**config.mk**
```make
export PLATFORM = sky130hd
export DESIGN_NAME = esfa_cmd_sequencer_flat
export DESIGN_NICKNAME = d
export VERILOG_FILES = /design/src/rtl/esfa_cmd_sequencer_pkg.sv /design/src/rtl/esfa_cmd_sequencer_if.sv /design/src/rtl/esfa_cmd_sequencer_uop_rom.sv /design/src/rtl/esfa_cmd_sequencer.sv /design/src/flat_wrapper.sv
export SDC_FILE = /design/constraint.sdc
export NUM_CORES = 1
export LEC_CHECK = 0
export ABC_AREA = 1
export CAP_MARGIN = 20
export CELL_PAD_IN_SITES_DETAIL_PLACEMENT = 1
export CELL_PAD_IN_SITES_GLOBAL_PLACEMENT = 1
export CORE_MARGIN = 4
export CORE_UTILIZATION = 48
export CTS_BUF_LIST = sky130_fd_sc_hd__clkbuf_4
export CTS_CLUSTER_DIAMETER = 200
export CTS_CLUSTER_SIZE = 10
export DETAILED_ROUTE_END_ITERATION = 6
export DONT_BUFFER_PORTS = 1
export GPL_TIMING_DRIVEN = 0
export PLACE_DENSITY_LB_ADDON = 0.1
export SYNTH_ARGS = -nofsm -noshare
export SYNTH_HDL_FRONTEND = slang
export SYNTH_SLANG_ARGS = --single-unit
```
**constraint.sdc**
```tcl
create_clock -name clk -period 3 [get_ports clk]
set_clock_uncertainty 0.2 [all_clocks]
set_input_delay 0.75 -clock clk [delete_from_list [all_inputs] [get_ports clk]]
set_output_delay 0.75 -clock clk [all_outputs]
set_load 0.005 [all_outputs]
```
**src/rtl/esfa_cmd_sequencer_pkg.sv**
```systemverilog
// Shared constants for the ESFA command sequencer: core selector codes,
// opcodes, FSM state encoding and micro-program lengths.
package esfa_pkg;

  localparam logic [3:0] SEL_LOOKUP = 4'd1;
  localparam logic [3:0] SEL_CODE   = 4'd2;
  localparam logic [3:0] SEL_COMMIT = 4'd3;
  localparam logic [3:0] SEL_AVAIL  = 4'd5;
  localparam logic [3:0] SEL_RANK   = 4'd6;
  localparam logic [3:0] SEL_HOLD   = 4'd8;

  localparam logic [1:0] OP_READ    = 2'b00;
  localparam logic [1:0] OP_UPDATE  = 2'b01;
  localparam logic [1:0] OP_ALLOC   = 2'b10;
  localparam logic [1:0] OP_ILLEGAL = 2'b11;

  localparam int unsigned LEN_READ   = 2;
  localparam int unsigned LEN_ALLOC  = 1;
  localparam int unsigned LEN_UPDATE = 4;

  typedef enum logic [1:0] {
    ST_IDLE = 2'd0,
    ST_STEP = 2'd1,
    ST_RESP = 2'd2
  } state_t;

endpackage

```
**src/rtl/esfa_cmd_sequencer_if.sv**
```systemverilog
// Command, response and core-facing buses of the sequencer. The sequencer
// is the slave of the command stream; the environment/core side is master.
interface esfa_cmd_sequencer_if #(
  parameter int DATA_W = 8
) ();
  logic              cmd_valid;
  logic              cmd_ready;
  logic [1:0]        cmd_op;
  logic [DATA_W-1:0] cmd_handle;
  logic [DATA_W-1:0] cmd_index;
  logic [DATA_W-1:0] cmd_value;
  logic              rsp_valid;
  logic              rsp_ready;
  logic              rsp_ok;
  logic              rsp_err;
  logic [DATA_W-1:0] rsp_value;
  logic [DATA_W-1:0] core_queried_handle;
  logic [DATA_W-1:0] core_new_index;
  logic [DATA_W-1:0] core_new_value;
  logic [DATA_W-1:0] core_selector;
  logic              core_result_bool;
  logic [DATA_W-1:0] core_result_value;

  modport slave (
    input  cmd_valid, cmd_op, cmd_handle, cmd_index, cmd_value, rsp_ready,
           core_result_bool, core_result_value,
    output cmd_ready, rsp_valid, rsp_ok, rsp_err, rsp_value,
           core_queried_handle, core_new_index, core_new_value, core_selector
  );

  modport master (
    output cmd_valid, cmd_op, cmd_handle, cmd_index, cmd_value, rsp_ready,
           core_result_bool, core_result_value,
    input  cmd_ready, rsp_valid, rsp_ok, rsp_err, rsp_value,
           core_queried_handle, core_new_index, core_new_value, core_selector
  );
endinterface

```
**src/rtl/esfa_cmd_sequencer_uop_rom.sv**
```systemverilog
// Micro-program table: maps (opcode, step) to the core selector plus the
// flags that tell the sequencer how to treat the results of that step.
module esfa_uop_rom
  import esfa_pkg::*;
(
  input  logic [1:0] op,
  input  logic [1:0] step,
  output logic [3:0] sel,
  output logic       last_step,
  output logic       capture_as_result,
  output logic       abort_check
);

  always_comb begin
    sel               = SEL_HOLD;
    last_step         = 1'b1;
    capture_as_result = 1'b0;
    abort_check       = 1'b0;
    case (op)
      OP_READ: begin
        last_step = (step == 2'(LEN_READ - 1));
        case (step)
          2'd0: sel = SEL_CODE;
          2'd1: begin
            sel               = SEL_LOOKUP;
            capture_as_result = 1'b1;
          end
          default: sel = SEL_HOLD;
        endcase
      end
      OP_ALLOC: begin
        last_step = (step == 2'(LEN_ALLOC - 1));
        if (step == 2'd0) begin
          sel               = SEL_AVAIL;
          capture_as_result = 1'b1;
        end
      end
      OP_UPDATE: begin
        last_step = (step == 2'(LEN_UPDATE - 1));
        case (step)
          2'd0: sel = SEL_CODE;
          // Free-slot probe: its handle becomes the response value, and a
          // false result means the array is full and the update aborts.
          2'd1: begin
            sel               = SEL_AVAIL;
            capture_as_result = 1'b1;
            abort_check       = 1'b1;
          end
          2'd2: sel = SEL_RANK;
          default: sel = SEL_COMMIT;
        endcase
      end
      default: sel = SEL_HOLD;
    endcase
  end

endmodule

```
**src/rtl/esfa_cmd_sequencer.sv**
```systemverilog
// Expands READ/UPDATE/ALLOC commands into timed core selector micro-ops and
// returns one response per command; one command in flight at a time.
module esfa_cmd_sequencer
  import esfa_pkg::*;
#(
  parameter int STEP_CYCLES = 2,
  parameter int DATA_W      = 8
) (
  input  logic                clk,
  input  logic                reset,
  esfa_cmd_sequencer_if.slave bus,
  output logic                busy
);

  state_t            state, state_nxt;
  logic [1:0]        op_r;
  logic [1:0]        step;
  logic [3:0]        cnt;
  logic [DATA_W-1:0] handle_r, index_r, value_r;
  logic              rsp_ok_r, rsp_err_r;
  logic [DATA_W-1:0] rsp_value_r;

  logic [3:0] rom_sel;
  logic       rom_last, rom_capture, rom_abort_check;
  logic       accept, sample, abort;

  esfa_uop_rom u_rom (
    .op                (op_r),
    .step              (step),
    .sel               (rom_sel),
    .last_step         (rom_last),
    .capture_as_result (rom_capture),
    .abort_check       (rom_abort_check)
  );

  assign accept = bus.cmd_valid && (state == ST_IDLE);
  assign sample = (state == ST_STEP) && (cnt == 4'(STEP_CYCLES - 1));
  assign abort  = sample && rom_abort_check && !bus.core_result_bool;

  always_ff @(posedge clk) begin
    if (!reset) state <= ST_IDLE;
    else        state <= state_nxt;
  end

  always_comb begin
    state_nxt         = state;
    bus.cmd_ready     = 1'b0;
    bus.rsp_valid     = 1'b0;
    bus.core_selector = DATA_W'(SEL_HOLD);
    busy              = 1'b1;
    case (state)
      ST_IDLE: begin
        bus.cmd_ready = 1'b1;
        busy          = 1'b0;
        if (accept) state_nxt = (bus.cmd_op == OP_ILLEGAL) ? ST_RESP : ST_STEP;
      end
      ST_STEP: begin
        bus.core_selector = DATA_W'(rom_sel);
        if (sample && (rom_last || abort)) state_nxt = ST_RESP;
      end
      ST_RESP: begin
        bus.rsp_valid = 1'b1;
        if (bus.rsp_ready) state_nxt = ST_IDLE;
      end
      default: state_nxt = ST_IDLE;
    endcase
  end

  // Operand latch, step/cycle counters and result capture.
  always_ff @(posedge clk) begin
    if (!reset) begin
      op_r        <= OP_READ;
      step        <= 2'd0;
      cnt         <= 4'd0;
      handle_r    <= '0;
      index_r     <= '0;
      value_r     <= '0;
      rsp_ok_r    <= 1'b0;
      rsp_err_r   <= 1'b0;
      rsp_value_r <= '0;
    end else if (accept) begin
      op_r      <= bus.cmd_op;
      handle_r  <= bus.cmd_handle;
      index_r   <= bus.cmd_index;
      value_r   <= bus.cmd_value;
      step      <= 2'd0;
      cnt       <= 4'd0;
      rsp_err_r <= (bus.cmd_op == OP_ILLEGAL);
      if (bus.cmd_op == OP_ILLEGAL) begin
        rsp_ok_r    <= 1'b0;
        rsp_value_r <= '0;
      end
    end else if (state == ST_STEP) begin
      if (sample) begin
        cnt <= 4'd0;
        if (rom_capture) rsp_value_r <= bus.core_result_value;
        if (abort) begin
          rsp_ok_r    <= 1'b0;
          rsp_value_r <= '0;
        end else if (rom_last) begin
          rsp_ok_r <= bus.core_result_bool;
        end else begin
          step <= step + 2'd1;
        end
      end else begin
        cnt <= cnt + 4'd1;
      end
    end
  end

  assign bus.rsp_ok              = rsp_ok_r;
  assign bus.rsp_err             = rsp_err_r;
  assign bus.rsp_value           = rsp_value_r;
  assign bus.core_queried_handle = handle_r;
  assign bus.core_new_index      = index_r;
  assign bus.core_new_value      = value_r;

endmodule

```
**src/flat_wrapper.sv**
```systemverilog
// flat-port wrapper written by rule: the top's interface ports become plain ports
module esfa_cmd_sequencer_flat import esfa_pkg::*;
#(
  parameter int STEP_CYCLES = 2,
  parameter int DATA_W      = 8
)
  (clk, reset, busy, bus_cmd_valid, bus_cmd_op, bus_cmd_handle, bus_cmd_index, bus_cmd_value, bus_rsp_ready, bus_core_result_bool, bus_core_result_value, bus_cmd_ready, bus_rsp_valid, bus_rsp_ok, bus_rsp_err, bus_rsp_value, bus_core_queried_handle, bus_core_new_index, bus_core_new_value, bus_core_selector);
  esfa_cmd_sequencer_if #(.DATA_W(DATA_W)) bus_i ();
  input  logic clk;
  input  logic reset;
  output logic busy;
  input wire logic [$bits(bus_i.cmd_valid)-1:0] bus_cmd_valid;
  input wire logic [$bits(bus_i.cmd_op)-1:0] bus_cmd_op;
  input wire logic [$bits(bus_i.cmd_handle)-1:0] bus_cmd_handle;
  input wire logic [$bits(bus_i.cmd_index)-1:0] bus_cmd_index;
  input wire logic [$bits(bus_i.cmd_value)-1:0] bus_cmd_value;
  input wire logic [$bits(bus_i.rsp_ready)-1:0] bus_rsp_ready;
  input wire logic [$bits(bus_i.core_result_bool)-1:0] bus_core_result_bool;
  input wire logic [$bits(bus_i.core_result_value)-1:0] bus_core_result_value;
  output wire logic [$bits(bus_i.cmd_ready)-1:0] bus_cmd_ready;
  output wire logic [$bits(bus_i.rsp_valid)-1:0] bus_rsp_valid;
  output wire logic [$bits(bus_i.rsp_ok)-1:0] bus_rsp_ok;
  output wire logic [$bits(bus_i.rsp_err)-1:0] bus_rsp_err;
  output wire logic [$bits(bus_i.rsp_value)-1:0] bus_rsp_value;
  output wire logic [$bits(bus_i.core_queried_handle)-1:0] bus_core_queried_handle;
  output wire logic [$bits(bus_i.core_new_index)-1:0] bus_core_new_index;
  output wire logic [$bits(bus_i.core_new_value)-1:0] bus_core_new_value;
  output wire logic [$bits(bus_i.core_selector)-1:0] bus_core_selector;
  assign bus_i.cmd_valid = bus_cmd_valid;
  assign bus_i.cmd_op = bus_cmd_op;
  assign bus_i.cmd_handle = bus_cmd_handle;
  assign bus_i.cmd_index = bus_cmd_index;
  assign bus_i.cmd_value = bus_cmd_value;
  assign bus_i.rsp_ready = bus_rsp_ready;
  assign bus_i.core_result_bool = bus_core_result_bool;
  assign bus_i.core_result_value = bus_core_result_value;
  assign bus_cmd_ready = bus_i.cmd_ready;
  assign bus_rsp_valid = bus_i.rsp_valid;
  assign bus_rsp_ok = bus_i.rsp_ok;
  assign bus_rsp_err = bus_i.rsp_err;
  assign bus_rsp_value = bus_i.rsp_value;
  assign bus_core_queried_handle = bus_i.core_queried_handle;
  assign bus_core_new_index = bus_i.core_new_index;
  assign bus_core_new_value = bus_i.core_new_value;
  assign bus_core_selector = bus_i.core_selector;
  esfa_cmd_sequencer #(.STEP_CYCLES(STEP_CYCLES), .DATA_W(DATA_W)) u_core (.clk(clk), .reset(reset), .bus(bus_i), .busy(busy));
endmodule
```
==> results by group, run 1 <==
Hold path
  – Hold EP: u_core.bus.rsp_err$_SDFFE_PN0N_
  – Min-delay worst type: flip-flop to flip-flop
  – Hold path startpoint: u_core.bus.rsp_err$_SDFFE_PN0N_
  – Hold Crit Depth: 2

Timing
  – Final Setup Violations: 0
  – Final Cycle Share: 0.891
  – Setup repair after global routing missed its margin: false
  – Fin. Hold Viols: 0
  – Fmax: between 300 and 400 MHz
  – Tmin final: around 2.7 ns
  – Setup_tns: 0 ns
  – Max-slew violation total from the final report: 0
  – Min setup slack post-route: around 0.33 ns

Worst setup path
  – Crit end category: primary output
  – Critical path peak fanout: 6
  – Worst R2R End: u_core.state[1]$_SDFFE_PN0P_
  – Critical path launch point type: flip-flop
  – Crit Path Category: flip-flop to primary output
  – Worst R2R Start: u_core.step[0]$_SDFFE_PP0P_
  – Reg2Reg Depth: 8
  – Setup slack, reg-to-reg: approximately 1.1 ns
  – Worst path required time: 2.05 ns
  – Arrival @ worst endpoint: between 1.5 and 2 ns

GRT
  – Initial antenna violation count: 0
  – Global route overflow: 0
  – First-pass GRT wire length: between 8000 and 9000 um
  – Vias in the first global route: approximately 1800
  – All-Layer GR Usage: 0.203
  – Largest net degree at the start of global routing: 15

Power and ir drop
  – Peak supply drop: approximately 0.00033 V
  – Total Power: between 1 and 1.5 mW
  – Pwr Density: slightly above 600 mW/mm^2
  – Leakage: 1.05 nW

Detailed routing
  – Residual DRC: 0
  – Vias: approximately 1700
  – 1st-iter DRT viols: 59
  – ANT nets after route: 0
  – WL/cell: about 15 um
  – First-pass DRT Iterations: 4
  – Post-DR vias/cell: between 5 and 6
  – Final wirelength: roughly 5200 um

Clocking
  – H-tree Lvls: 2
  – Clock root buffer: clkbuf_4
  – Hold buffers post-CTS: 0
  – CTS sink count: 44
  – Post-CTS Setup Bufs: 0
  – Clock Latency Late Sink: 0.35 ns
  – Post_cts resized: 0
  – Clk pin slew, worst setup/hold paths: between 0.1 and 0.15 ns
  – Clk buf depth: 2
  – TritonCTS clock tree: built
  – CTS buffer count: 5

Cells and area
  – Most frequent cells in the layout: nor2_1 (67), dfxtp_1 (44), nand2_1 (37)
  – Share of layout cells above drive strength 1: 0.0868
  – # diodes: 0
  – Synthesis-to-finish area growth: 7.66%
  – Fill count: about 560
  – Commonest non-fill, non-tap cell in the layout: nor2_1
  – Layout Utilization: 0.537
  – # nets final: 334

Synth
  – Netlist cell types: 29
  – Post-Syn Area: around 0.0020 mm^2
  – Synth top area cells: dfxtp_1 (44%), nor2_1 (13%), o21ai_0 (7.2%), nand2_1 (6.9%), ha_1 (5.0%)
  – Syn Area/Cell: 7.25 um^2
  – Leading area contributor after synthesis: dfxtp_1
  – Syn Inst Count: between 200 and 300
  – Yosys reg bits: 44
  – Yosys top cell area share: 0.438
  – Ys Warns: 0
  – Sequential area share after synthesis: 0.438

Floorplanning
  – I/O Pins: between 80 and 90
  – Die Ht: slightly above 70 um
  – Die W: roughly 73 um
  – DIE AREA: between 0.005 and 0.006 mm^2
  – Row cnt: 23
  – Core ar.: between 0.004 and 0.005 mm^2
  – Initial core utilization: 0.499

Placement
  – IO buf count: 0
  – Post-DP HPWL: between 3000 and 4000 um
  – RePlAce Congestion: 0.831
  – Pre-CTS WS: 0.722 ns

Run status
  – Status: complete, no violations

Run
  – Max-cap violations: 0
Yosys cell counts:
library cell and instances:
buf_6 1, buf_2 3, nor2_8 1, dfxtp_1 44
ha_1 8, nor3_1 2, or2_2 1, conb_1 1
nand3_2 1, inv_4 1, nor2_1 67, nand2_1 37
nor2_4 2, o21bai_1 1, buf_4 4, nand3_1 17
xor2_1 2, o21ai_0 29, nand2_2 1, o21ai_1 7
clkbuf_2 1, a21oi_1 10, o211ai_1 1, inv_1 26
nand2_4 1, nand4_1 2, buf_1 1, inv_2 1
clkbuf_1 4
worst max-delay path, cell delays in order, from the launching register on:
cell	delay [ns]
dfxtp_1	0.41
inv_1	0.14
ha_1	0.20
nand3_1	0.12
nand2_1	0.12
a21oi_1	0.04
or2_2	0.27
inv_1	0.07
power breakdown:
part           switching, mW  total, mW  internal (mW)
clock network          0.197      0.371          0.174
registers             0.0565      0.710          0.653
logic                  0.174      0.256         0.0825
worst max path at each step:
stage | from | to | slack, ns | depth (start not counted)
final | u_core.step[0]$_SDFFE_PP0P_ | bus_core_selector[0] | 0.33 | 7
after global routing | u_core.step[0]$_SDFFE_PP0P_ | bus_core_selector[0] | 0.23 | 7
after detailed placement | u_core.step[0]$_SDFFE_PP0P_ | bus_core_selector[0] | 0.72 | 7
after global placement | u_core.step[0]$_SDFFE_PP0P_ | bus_core_selector[0] | 0.74 | 7
after CTS | u_core.step[0]$_SDFFE_PP0P_ | bus_core_selector[0] | 0.32 | 7
after floorplan | u_core.step[0]$_SDFFE_PP0P_ | bus_core_selector[0] | 0.92 | 7
area by class of cell:
class / instances / area (um^2) / area share
inverter: 28 / 108 / 0.0497
tap: 50 / 62.6 / 0.0289
clock buffer: 5 / 37.5 / 0.0174
clock inverter: 3 / 42.5 / 0.0197
buffer: 14 / 80.1 / 0.0370
multi-input combinational: 194 / 952 / 0.440
sequential: 44 / 881 / 0.407
stage by stage:
stage	hold slack, ns	instances	cell area, um^2
CTS	0.320	338	2160
floorplan	0.257	280	2020
global route	0.313	338	2160
detailed placement	0.291	330	2080
global placement	0.290	330	2080
finish	0.320	338	2160
flip-flops by register name, indices dropped and copies added (netlist names), 2 cells and up:
name                            cells
u_core.bus.core_new_index           8
u_core.bus.core_new_value           8
u_core.bus.core_queried_handle      8
u_core.bus.rsp_value                8
u_core.cnt                          4
u_core.op_r                         2
u_core.state                        2
u_core.step                         2
layer usage:
metal,up-vias,part of all wire,GRT usage
met5,-,0,0
met4,0,0.011,0.0717
met3,6,0.077,0.0758
met2,52,0.48,0.338
met1,791,0.43,0.240
li1,885,-,-
cell families after synthesis:
group	after synthesis	synth area share
buf+inv	42	0.0934
xor+xnor	2	0.00872
compound gates	48	0.122
other cells	1	0.00187
simple gates	132	0.286
flops	44	0.438
fa+ha+maj	8	0.0498
No activity file was read; power rests on OpenSTA's default activity.
==> run 2: changes to the inputs <==
--- a/config.mk
+++ b/config.mk
@@ -20,4 +20,5 @@
 export PLACE_DENSITY_LB_ADDON = 0.1
 export SYNTH_ARGS = -nofsm -noshare
 export SYNTH_HDL_FRONTEND = slang
+export SYNTH_HIERARCHICAL = 1
 export SYNTH_SLANG_ARGS = --single-unit
==> results by group, run 2 <==
Run status
  – Status: complete, no violations (unchanged)

Timing
  – Fmax: 401 MHz (was 374 MHz)
  – Fin. Hold Viols: 0 (unchanged)
  – Worst-margin pin slew: a little over 0.5 ns
  – Setup repair after global routing missed its margin: false (unchanged)
  – Setup_tns: 0 ns (unchanged)
  – Min setup slack post-route: 0.509 ns (was 0.327 ns)
  – Final Cycle Share: 0.830 (was 0.891)
  – Max-slew violation total from the final report: 0 (unchanged)
  – Final Setup Violations: 0 (unchanged)
  – Max_slew headroom: 0.654
  – Tmin final: 2.49 ns (was 2.67 ns)

Cells and area
  – Share of layout cells above drive strength 1: 0.111 (was 0.0868)
  – # nets final: 342 (was 334)
  – # diodes: 0 (unchanged)
  – Commonest non-fill, non-tap cell in the layout: nor2_1 (unchanged)
  – Most frequent cells in the layout: nor2_1 (77), dfxtp_1 (44), nand2_1 (31) (was nor2_1 (67), dfxtp_1 (44), nand2_1 (37))
  – Synthesis-to-finish area growth: 6.02% (was 7.66%)
  – Fill count: 558 (was 555)

Floorplanning
  – Core ar.: 0.00409 mm^2 (was 0.00403 mm^2)
  – Row cnt: 23 (unchanged)
  – Die Ht: 73.5 um (was 72.7 um)
  – Initial core utilization: 0.504 (was 0.499)
  – Die W: 73.5 um (was 72.7 um)
  – I/O Pins: 84 (unchanged)
  – DIE AREA: 0.00540 mm^2 (was 0.00529 mm^2)

GRT
  – Initial antenna violation count: 0 (unchanged)
  – Largest net degree at the start of global routing: 14 (was 15)
  – First-pass GRT wire length: 8140 um (was 8420 um)
  – Global route overflow: 0 (unchanged)
  – Vias in the first global route: 1861 (was 1817)
  – All-Layer GR Usage: 0.191 (was 0.203)

Detailed routing
  – Final wirelength: 4980 um (was 5210 um)
  – WL/cell: 14.4 um (was 15.4 um)
  – Vias: 1790 (was 1734)
  – First-pass DRT Iterations: 4 (unchanged)
  – 1st-iter DRT viols: 41 (was 59)
  – Residual DRC: 0 (unchanged)
  – ANT nets after route: 0 (unchanged)
  – Post-DR vias/cell: 5.16 (was 5.13)

Synth
  – Synth top area cells: dfxtp_1 (43%), nor2_1 (14%), o21ai_0 (7.3%), nand2_1 (5.7%), nand3_1 (5.6%) (was dfxtp_1 (44%), nor2_1 (13%), o21ai_0 (7.2%), nand2_1 (6.9%), ha_1 (5.0%))
  – Netlist cell types: 23 (was 29)
  – Most frequent cell after synthesis: nor2_1 (unchanged)
  – Syn Inst Count: 287 (was 277)
  – Ys Warns: 6 (was 0)
  – Post-Syn Area: 0.00206 mm^2 (was 0.00201 mm^2)
  – Yosys reg bits: 44 (unchanged)
  – Syn Area/Cell: 7.17 um^2 (was 7.25 um^2)
  – Yosys top cell area share: 0.428 (was 0.438)
  – Synth top cells by count: nor2_1 (77), dfxtp_1 (44), nand2_1 (31) (was nor2_1 (67), dfxtp_1 (44), nand2_1 (37))
  – FFs w/ async S/R, synth: 0 (unchanged)
  – Leading area contributor after synthesis: dfxtp_1 (unchanged)
  – Sequential area share after synthesis: 0.428 (was 0.438)
  – Synth Flop Type: dfxtp_1 (unchanged)
  – Number of synthesized flops with an enable pin: 0 (unchanged)

Clocking
  – CTS buffer count: 5 (unchanged)
  – Clock root buffer: clkbuf_4 (unchanged)
  – Post_cts resized: 0 (unchanged)
  – TritonCTS clock tree: built (unchanged)
  – Post-CTS Setup Bufs: 0 (unchanged)
  – CTS sink count: 44 (unchanged)
  – Hold buffers post-CTS: 0 (unchanged)
  – H-tree Lvls: 2 (unchanged)
  – Clk buf depth: 2 (unchanged)
  – Clk pin slew, worst setup/hold paths: 0.12 ns (was 0.14 ns)
  – Clock Latency Late Sink: 0.35 ns (about the same)

Worst setup path
  – Arrival @ worst endpoint: 1.54 ns (was 1.72 ns)
  – Crit Path Category: flip-flop to primary output (unchanged)
  – Reg2Reg Depth: 12 (was 8)
  – Crit end category: primary output (unchanged)
  – Most frequent CP cell: nor2_1 (was inv_1)
  – CP cell instances: inv_1 -> ha_1 -> nor2_1 -> nor2_1 -> nor2_1 -> or2_2 (was inv_1 -> ha_1 -> nand3_1 -> nand2_1 -> a21oi_1 -> or2_2 -> inv_1)
  – Worst path required time: 2.05 ns (about the same)
  – CP max stage delay: 0.36 ns (was 0.41 ns)
  – Crit path max-delay cell type: dfxtp_1 (unchanged)
  – Critical path launch point type: flip-flop (unchanged)
  – Critical path peak fanout: 4 (was 6)

Placement
  – Post-DP HPWL: 3890 um (was 3980 um)
  – RePlAce Congestion: 0.737 (was 0.831)
  – IO buf count: 0 (unchanged)
  – Pre-CTS WS: 0.879 ns (was 0.722 ns)

Power and ir drop
  – Pwr Density: 549 mW/mm^2 (was 618 mW/mm^2)
  – Total Power: 1.20 mW (was 1.34 mW)
  – Peak supply drop: 0.000353 V (was 0.000329 V)
  – Leakage: 0.976 nW (was 1.05 nW)

Run
  – Max-cap violations: 0 (unchanged)

Hold path
  – Min-delay worst type: flip-flop to flip-flop (unchanged)
  – Hold Crit Depth: 2 (unchanged)
==> run 2: layout make-up <==
class                   count  area (um^2)  area share
multi-input cells         205          968       0.444
flip-flops and latches     44          881       0.404
plain buffers              19          135      0.0619
inverters                  22         85.1      0.0390
well taps                  50         62.6      0.0287
clock buffers               5         37.5      0.0172
clock inverters             2         12.5     0.00573
==> run 2: per-layer routing <==
metal | vias to the layer above | global-route usage | share of wire
li1 | 925 | - | -
met1 | 802 | 0.217 | 0.42
met2 | 57 | 0.313 | 0.47
met3 | 6 | 0.0889 | 0.10
met4 | 0 | 0.0704 | 0.010
met5 | - | 0 | 0
==> run 2: worst paths after layout <==
path	startpoint	end	slack, ns
worst max-delay path	u_core/step[1]$_SDFFE_PP0P_	bus_core_selector[3]	0.51
worst min-delay path	u_core/cnt[3]$_SDFFE_PP0N_	u_core/cnt[3]$_SDFFE_PP0N_	0.31
worst max register to register	u_core/step[1]$_SDFFE_PP0P_	u_core/bus.rsp_value[7]$_SDFFE_PN0P_	1.03
worst min register to register	u_core/cnt[3]$_SDFFE_PP0N_	u_core/cnt[3]$_SDFFE_PP0N_	0.31
==> run 2: kinds of logic after synthesis <==
group                      Yosys count  synth area share
and+or+nand+nor                    145             0.300
xor gates and xnor gates             2           0.00851
AOI/OAI and AO/OA                   48             0.118
other                                1           0.00182
adders and majority gates            6            0.0365
DFF                                 44             0.428
buffers and inverters               41             0.107
==> run 2: worst max-delay path: cells and delay by family (launching register included) <==
kind                       cells  cell delay [ns]
DFF                            1             0.36
adders and majority gates      1             0.22
and+or+nand+nor                4             0.50
buffers and inverters          1             0.11
==> run 2: where the power goes <==
part / switching (mW) / total, mW / leakage, nW / internal (mW)
Clock: 0.186 / 0.272 / 0.0271 / 0.0857
Sequential: 0.0483 / 0.690 / 0.363 / 0.642
Combinational: 0.146 / 0.237 / 0.586 / 0.0904
==> run 2: stage by stage <==
| stage | area, um^2 | util | hold WS, ns | cells |
|---|---|---|---|---|
| 2_1_floorplan | 2070 | - | 0.263 | 290 |
| 3_3_place_gp | 2130 | 0.522 | 0.289 | 340 |
| 3_5_place_dp | 2130 | 0.522 | 0.298 | 340 |
| 4_1_cts | 2180 | 0.534 | 0.317 | 347 |
| 5_1_grt | 2180 | 0.534 | 0.339 | 347 |
| 6_report | 2180 | 0.534 | 0.307 | 347 |
